==> src/rtl/vga_sync_gen_if.sv <==
// Signal bundle between the horizontal pixel counter and the VGA sync stage.
// The sync stage connects through the slave modport. Whoever drives the
// horizontal count, and reads the timing outputs, uses the master modport.
// Optional build macro VGA_SYNC_RGB_BLANK_EN adds the rgb_in/rgb_out pair.
interface vga_sync_gen_if;
    logic [9:0] cuenta_h;
    logic       hsync;
    logic       vsync;
    logic       video_on;
    logic [9:0] pixel_x;
    logic [9:0] pixel_y;
    logic       frame_tick;
`ifdef VGA_SYNC_RGB_BLANK_EN
    logic [7:0] rgb_in;
    logic [7:0] rgb_out;
`endif

    modport master (
        output cuenta_h,
`ifdef VGA_SYNC_RGB_BLANK_EN
        output rgb_in,
        input  rgb_out,
`endif
        input  hsync,
        input  vsync,
        input  video_on,
        input  pixel_x,
        input  pixel_y,
        input  frame_tick
    );

    modport slave (
        input  cuenta_h,
`ifdef VGA_SYNC_RGB_BLANK_EN
        input  rgb_in,
        output rgb_out,
`endif
        output hsync,
        output vsync,
        output video_on,
        output pixel_x,
        output pixel_y,
        output frame_tick
    );
endinterface

==> src/rtl/vga_sync_gen.sv <==
// VGA sync stage.
//
// This stage follows the free-running horizontal counter. It keeps the
// vertical line counter, and it produces registered hsync, vsync, video_on,
// pixel coordinates and an end-of-frame pulse.
//
// Every output is registered with one cycle of latency. Each output is
// computed from the horizontal count and the vertical count as they were
// before the update. For this reason, the last pixel of a line is still
// reported with the old line number.
//
// Optional build macro VGA_SYNC_RGB_BLANK_EN adds an rgb_out port. rgb_out
// carries rgb_in inside the visible area and is forced to 8'h00 outside it.
module vga_sync_gen #(
    parameter int unsigned H_VISIBLE = 640,
    parameter int unsigned H_FRONT   = 16,
    parameter int unsigned H_SYNC    = 96,
    parameter int unsigned H_MAX     = 800,
    parameter int unsigned V_VISIBLE = 480,
    parameter int unsigned V_FRONT   = 10,
    parameter int unsigned V_SYNC    = 2,
    parameter int unsigned V_MAX     = 524,
    parameter bit          SYNC_POL  = 1'b0
) (
    input  logic          Clk,
    input  logic          reset,
    vga_sync_gen_if.slave bus
);

    // The parameter sums must fit in 10 bits. No hardware checks this.
    localparam logic [9:0] H_VIS_L  = 10'(H_VISIBLE);
    localparam logic [9:0] HS_START = 10'(H_VISIBLE + H_FRONT);
    localparam logic [9:0] HS_END   = 10'(H_VISIBLE + H_FRONT + H_SYNC);
    localparam logic [9:0] H_MAX_L  = 10'(H_MAX);
    localparam logic [9:0] V_VIS_L  = 10'(V_VISIBLE);
    localparam logic [9:0] VS_START = 10'(V_VISIBLE + V_FRONT);
    localparam logic [9:0] VS_END   = 10'(V_VISIBLE + V_FRONT + V_SYNC);
    localparam logic [9:0] V_MAX_L  = 10'(V_MAX);

    logic [9:0] cuenta_v;
    logic       h_sync_act;
    logic       v_sync_act;
    logic       visible;
    logic       line_end;
    logic       frame_end;

    // Timing decode from the current horizontal count and the pre-update line.
    always_comb begin
        h_sync_act = (bus.cuenta_h >= HS_START) && (bus.cuenta_h < HS_END);
        v_sync_act = (cuenta_v >= VS_START) && (cuenta_v < VS_END);
        visible    = (bus.cuenta_h < H_VIS_L) && (cuenta_v < V_VIS_L);
        line_end   = (bus.cuenta_h == H_MAX_L);
        frame_end  = line_end && (cuenta_v == V_MAX_L);
    end

    // Vertical line counter. It moves only when the last horizontal count is
    // seen. Any value at or beyond the last line wraps to 0, so a corrupted
    // count recovers at the next line end.
    always_ff @(posedge Clk) begin
        if (reset) begin
            cuenta_v <= '0;
        end else if (line_end) begin
            if (cuenta_v >= V_MAX_L)
                cuenta_v <= '0;
            else
                cuenta_v <= cuenta_v + 10'd1;
        end
    end

    // Registered timing outputs.
    always_ff @(posedge Clk) begin
        if (reset) begin
            bus.hsync      <= ~SYNC_POL;
            bus.vsync      <= ~SYNC_POL;
            bus.video_on   <= 1'b0;
            bus.pixel_x    <= '0;
            bus.pixel_y    <= '0;
            bus.frame_tick <= 1'b0;
        end else begin
            bus.hsync      <= h_sync_act ? SYNC_POL : ~SYNC_POL;
            bus.vsync      <= v_sync_act ? SYNC_POL : ~SYNC_POL;
            bus.video_on   <= visible;
            bus.pixel_x    <= bus.cuenta_h;
            bus.pixel_y    <= cuenta_v;
            bus.frame_tick <= frame_end;
        end
    end

`ifdef VGA_SYNC_RGB_BLANK_EN
    // Blank the pixel data outside the visible area. This stays aligned with video_on.
    always_ff @(posedge Clk) begin
        if (reset)
            bus.rgb_out <= 8'h00;
        else
            bus.rgb_out <= visible ? bus.rgb_in : 8'h00;
    end
`endif

endmodule

==> src/flat_wrapper.sv <==
// flat-port wrapper written by rule: the top's interface ports become plain ports
module vga_sync_gen_flat 
#(
    parameter int unsigned H_VISIBLE = 640,
    parameter int unsigned H_FRONT   = 16,
    parameter int unsigned H_SYNC    = 96,
    parameter int unsigned H_MAX     = 800,
    parameter int unsigned V_VISIBLE = 480,
    parameter int unsigned V_FRONT   = 10,
    parameter int unsigned V_SYNC    = 2,
    parameter int unsigned V_MAX     = 524,
    parameter bit          SYNC_POL  = 1'b0
)
  (Clk, reset, bus_cuenta_h, bus_hsync, bus_vsync, bus_video_on, bus_pixel_x, bus_pixel_y, bus_frame_tick);
  vga_sync_gen_if bus_i ();
  input  logic Clk;
  input  logic reset;
  input wire logic [$bits(bus_i.cuenta_h)-1:0] bus_cuenta_h;
  output wire logic [$bits(bus_i.hsync)-1:0] bus_hsync;
  output wire logic [$bits(bus_i.vsync)-1:0] bus_vsync;
  output wire logic [$bits(bus_i.video_on)-1:0] bus_video_on;
  output wire logic [$bits(bus_i.pixel_x)-1:0] bus_pixel_x;
  output wire logic [$bits(bus_i.pixel_y)-1:0] bus_pixel_y;
  output wire logic [$bits(bus_i.frame_tick)-1:0] bus_frame_tick;
  assign bus_i.cuenta_h = bus_cuenta_h;
  assign bus_hsync = bus_i.hsync;
  assign bus_vsync = bus_i.vsync;
  assign bus_video_on = bus_i.video_on;
  assign bus_pixel_x = bus_i.pixel_x;
  assign bus_pixel_y = bus_i.pixel_y;
  assign bus_frame_tick = bus_i.frame_tick;
  vga_sync_gen #(.H_VISIBLE(H_VISIBLE), .H_FRONT(H_FRONT), .H_SYNC(H_SYNC), .H_MAX(H_MAX), .V_VISIBLE(V_VISIBLE), .V_FRONT(V_FRONT), .V_SYNC(V_SYNC), .V_MAX(V_MAX), .SYNC_POL(SYNC_POL)) u_core (.Clk(Clk), .reset(reset), .bus(bus_i));
endmodule
==> config.mk <==
export PLATFORM = sky130hd
export DESIGN_NAME = vga_sync_gen_flat
export DESIGN_NICKNAME = d
export VERILOG_FILES = /design/src/rtl/vga_sync_gen_if.sv /design/src/rtl/vga_sync_gen.sv /design/src/flat_wrapper.sv
export SDC_FILE = /design/constraint.sdc
export NUM_CORES = 1
export LEC_CHECK = 0
export CORE_MARGIN = 10
export CORE_UTILIZATION = 52
export CTS_BUF_LIST = sky130_fd_sc_hd__clkbuf_2
export DETAILED_ROUTE_END_ITERATION = 10
export PLACE_DENSITY = 0.87
export SETUP_SLACK_MARGIN = 0.05
export SLEW_MARGIN = 20
export SYNTH_ARGS = -nofsm -noshare
export SYNTH_HDL_FRONTEND = slang
export SYNTH_SLANG_ARGS = --single-unit
==> constraint.sdc <==
create_clock -name Clk -period 3.76 [get_ports Clk]
set_input_delay 0.752 -clock Clk [delete_from_list [all_inputs] [get_ports Clk]]
set_output_delay 0.752 -clock Clk [all_outputs]
set_load 0.01 [all_outputs]
# After elaboration in Yosys (flattened, before gate mapping)
# Index checks and enable logic that the tools add are counted.
word_totals:
  register_bits: 34
  latchBits: 0
  ramBits: 0
  mem_bits_ro: 0
  in_bits: 12
  out_inout_bits: 24
  word_cells: 24
  memories: 0
classes:
  addsub: 1
  n_mul: 0
  div_mod_pow: 0
  order_cmp: 7
  n_eq_ne: 2
  n_shift: 0
  n_mux: 3
  n_bitwise: 0
  reduce_logical: 4
op_table:
  columns: ["cell", "n"]
  rows:
  - ["$eq A10 B10 Y1 const B", 2]
  - ["$ge A10 B10 Y1 const B", 2]
  - ["$lt A10 B10 Y1 const B", 2]
  - ["$lt A10 B9 Y1 const B", 2]
  - ["$add A10 B1 Y10 const B", 1]
  - ["$ge A10 B9 Y1 const B", 1]
  - ["$mux W10", 1]
  - ["$logic_and A1 B1 Y1", 4]
  - ["$mux W1", 2]

# Depth between registers and ports, before layout
logic_depth:
  ltp_word: 3
  depth_mapped: 5
  mapped_depth_nobuf: 5

# Worst setup path after synthesis
# No wires, ideal clock.
synth_path:
  path_type: "input -> register"
  startpoint: "input bus_cuenta_h[7]"
  endpoint: "register u_core.cuenta_v[0]"
  setup_time_ns: 0.120
  arrival_ns: 2.081
  t_required_ns: 3.640
  slack_ns: 1.558
  stages: 5
  path_buffers: 1
  cell_sequence: "or4b_4 -> buf_6 -> or3_4 -> o21ai_4 -> nor2_1"
synth_between:
  elab_chain_len: 1
synth_rtl:
  columns: ["item", "line", "source"]
  rows:
  - ["start, declared", "flat_wrapper.sv:18", "input wire logic [$bits(bus_i.cuenta_h)-1:0] bus_cuenta_h;"]
  - ["$eq A10 B10 Y1", "vga_sync_gen.sv:52", "line_end = (bus.cuenta_h == H_MAX_L);"]
  - ["end signal, assigned", "vga_sync_gen.sv:66", "cuenta_v <= cuenta_v + 10'd1;"]
  - ["end, declared", "vga_sync_gen.sv:40", "logic [9:0] cuenta_v;"]
# No other way between the ends.
# A chain may end at the register's enable or synchronous reset.

# Final worst setup path
layout_path:
  startpoint: "input bus_cuenta_h[4]"
  endpoint: "register u_core.cuenta_v[6]"
# The elaborated chain is that of the path after synthesis.

==> metrics <==
status complete, no violations; Hold Path Stages 1; Worst Max-Slew Pin Slew 436 ps; antenna-violating nets left 0; Reg2Reg Depth 4; r2r endpoint u_core.cuenta_v[7]; # DRC 0; share of layout cells above drive strength 1 0.0663; largest net degree at the start of global routing 14; HPWL after DPL 2400 um; Post-Syn Nets 144; Max VDD drop 0.343 mV; Synth cell types 31; cell count after synthesis 129; post-synthesis average cell area 9.97 sq um; clk buf depth 2; met3 WL 239 um; Critical Path Source Type input pin; FF+latch count, synth 34; WL final 3070 um; top sig layer met4; Fillers 166; Clock Tree Root clkbuf_2; Starting Density 0.565; GRT overflow 0; CP Class in2reg; fmax 0.414 GHz; drt wl/cell 15.8 um; fraction of synthesis flops using an asynchronous set or reset pin 0; gpl congestion 1.01; share of the yosys chip area belonging to registers 0.529; Hold Path Sink u_core.bus.pixel_y[7]; Final Power 0.573 mW; Hold Crit Class reg2reg; Syn-to-layout area delta 30.6%; crit path time final 2410 ps; commonest non-fill, non-tap cell in the layout clkdlybuf4s50_1; Die ar. 4860 sq um; pwr dens 341 nW/um^2; clk_lat worst skew 380 ps; Die Span X 69.7 um; vias in the first global route 1042; Port Buffer Count 35; I/O pin cnt 36; cell area after synthesis 1290 sq um; Worst Path Required 4030 ps; RSZ-0062 raised after global routing false; Leakage 0.605 nW; TritonCTS Buffers 5; final setup TNS 0 ps; peak fanout along the critical path 8; initial drt markers 93; Nets 180; # Post-CTS Setup Buffers 0; Final Max Slew Viols 0; clock sink count 34; most frequent cells in the layout clkdlybuf4s50_1, dfxtp_1, nor2b_1; routed vias/inst 5.38; post-cts resize count 0; Final Hold Viols 0; CTS H-tree lvls 2; pre-CTS WS 958 ps; worst hold start u_core.cuenta_v[7]; Chip Height 69.7 um; CTS tree yes; # setup viols final 0; row cnt 17; number of synthesized flops with an enable pin 0; DR vias 1044; reg-to-reg startpoint u_core.cuenta_v[4]; Final Cycle Share 0.642; met2 wire len 1490 um; Most used DFF post-synth dfxtp_1; Max Clock Skew 24.5 ps; initial antenna violation count 0; Clock Pin Slew Worst Setup and Hold Paths 150 ps; endpoint class of the critical path flip-flop; # hold bufs at CTS 0; drt first pass iters 4; met1 WL 1290 um; Rel. slew slack 0.706; setup slack after layout 1350 ps; CP Data Arrival Time 2690 ps; number of max-cap violations 0; placeable core area 2280 sq um; Total GRT Usage 0.128; first-pass GRT wire length 5010 um; ant diodes 0; Layout Utilization 0.738; YS warnings 0; setup slack, reg-to-reg 2000 ps; Hold WS 517 ps
==> layout make-up <==
class | instances | area (sq um) | share of cell area
flip-flops and latches | 34 | 681 | 0.405
multi-input cells | 84 | 556 | 0.331
repair buffers | 36 | 358 | 0.213
well taps | 28 | 35.0 | 0.0208
clock buffers | 5 | 25.0 | 0.0149
inverters | 4 | 15.0 | 0.00894
clock inverters | 3 | 11.3 | 0.00670
==> sequential cells by signal, summed over array words and instances (netlist names) <==
| signal | count |
|---|---|
| u_core.bus.pixel_y | 10 |
| u_core.bus.hsync | 1 |
| u_core.bus.pixel_x | 10 |
| u_core.bus.frame_tick | 1 |
| u_core.bus.vsync | 1 |
| u_core.cuenta_v | 10 |
| u_core.bus.video_on | 1 |
==> through the flow <==
| stage | area, sq um | instances |
|---|---|---|
| 3_5_place_dp | 1640 | 186 |
| 4_1_cts | 1680 | 194 |
| 3_3_place_gp | 1640 | 186 |
| 5_1_grt | 1680 | 194 |
| 2_1_floorplan | 1290 | 129 |
| 6_report | 1680 | 194 |
==> power breakdown <==
group	internal, mW	switching, mW
Sequential	0.367	0.00158
Combinational	0.0271	0.0212
Clock	0.0397	0.116
Total	0.434	0.139
==> worst max path at each step <==
| stage | endpoint | depth (start not counted) | from | slack (ps) |
|---|---|---|---|---|
| after global placement | u_core.cuenta_v[5] | 5 | bus_cuenta_h[4] | 1010 |
| after global routing | u_core.cuenta_v[2] | 5 | bus_cuenta_h[4] | 1320 |
| after CTS | u_core.cuenta_v[6] | 5 | bus_cuenta_h[4] | 1370 |
| final | u_core.cuenta_v[6] | 5 | bus_cuenta_h[4] | 1350 |
| after detailed placement | u_core.cuenta_v[6] | 5 | bus_cuenta_h[4] | 960 |
| after floorplan | u_core.cuenta_v[0] | 5 | bus_cuenta_h[7] | 1560 |
==> logic make-up after synthesis <==
| logic type | count (synthesis) | share of synthesized area |
|---|---|---|
| xor gates and xnor gates | 6 | 0.0409 |
| adders and majority gates | 3 | 0.0292 |
| and+or+nand+nor | 65 | 0.304 |
| DFF | 34 | 0.529 |
| muxes | 1 | 0.00778 |
| buffers and inverters | 11 | 0.0389 |
| AOI/OAI and AO/OA | 9 | 0.0496 |
==> metal layers <==
layer  vias up  GRT usage
li1        519          -
met1       475      0.138
met2        46      0.210
met3         4     0.0585
met4         0     0.0587
met5         -          0
==> cells in the mapped netlist (all sizes together) (2+ instances only) <==
cell type / instances / area, sq um
nand2: 3 / 11.3
or4: 2 / 15.0
a21oi: 2 / 10.0
o21ai: 4 / 31.3
nor2b: 18 / 113
clkbuf: 5 / 18.8
xnor2: 6 / 52.6
ha: 3 / 37.5
nand4: 4 / 25.0
inv: 4 / 15.0
nor2: 14 / 52.6
dfxtp: 34 / 681
nor3: 3 / 15.0
nand3: 7 / 35.0
buf: 2 / 16.3
nor4: 8 / 71.3
==> worst max-delay path, cell delays in order <==
cell             delay, ps
clkdlybuf4s50_1        450
or4_1                  720
or3_4                  440
o21ai_4                240
nor2_1                  80
(Power assumes the default switching activity.)
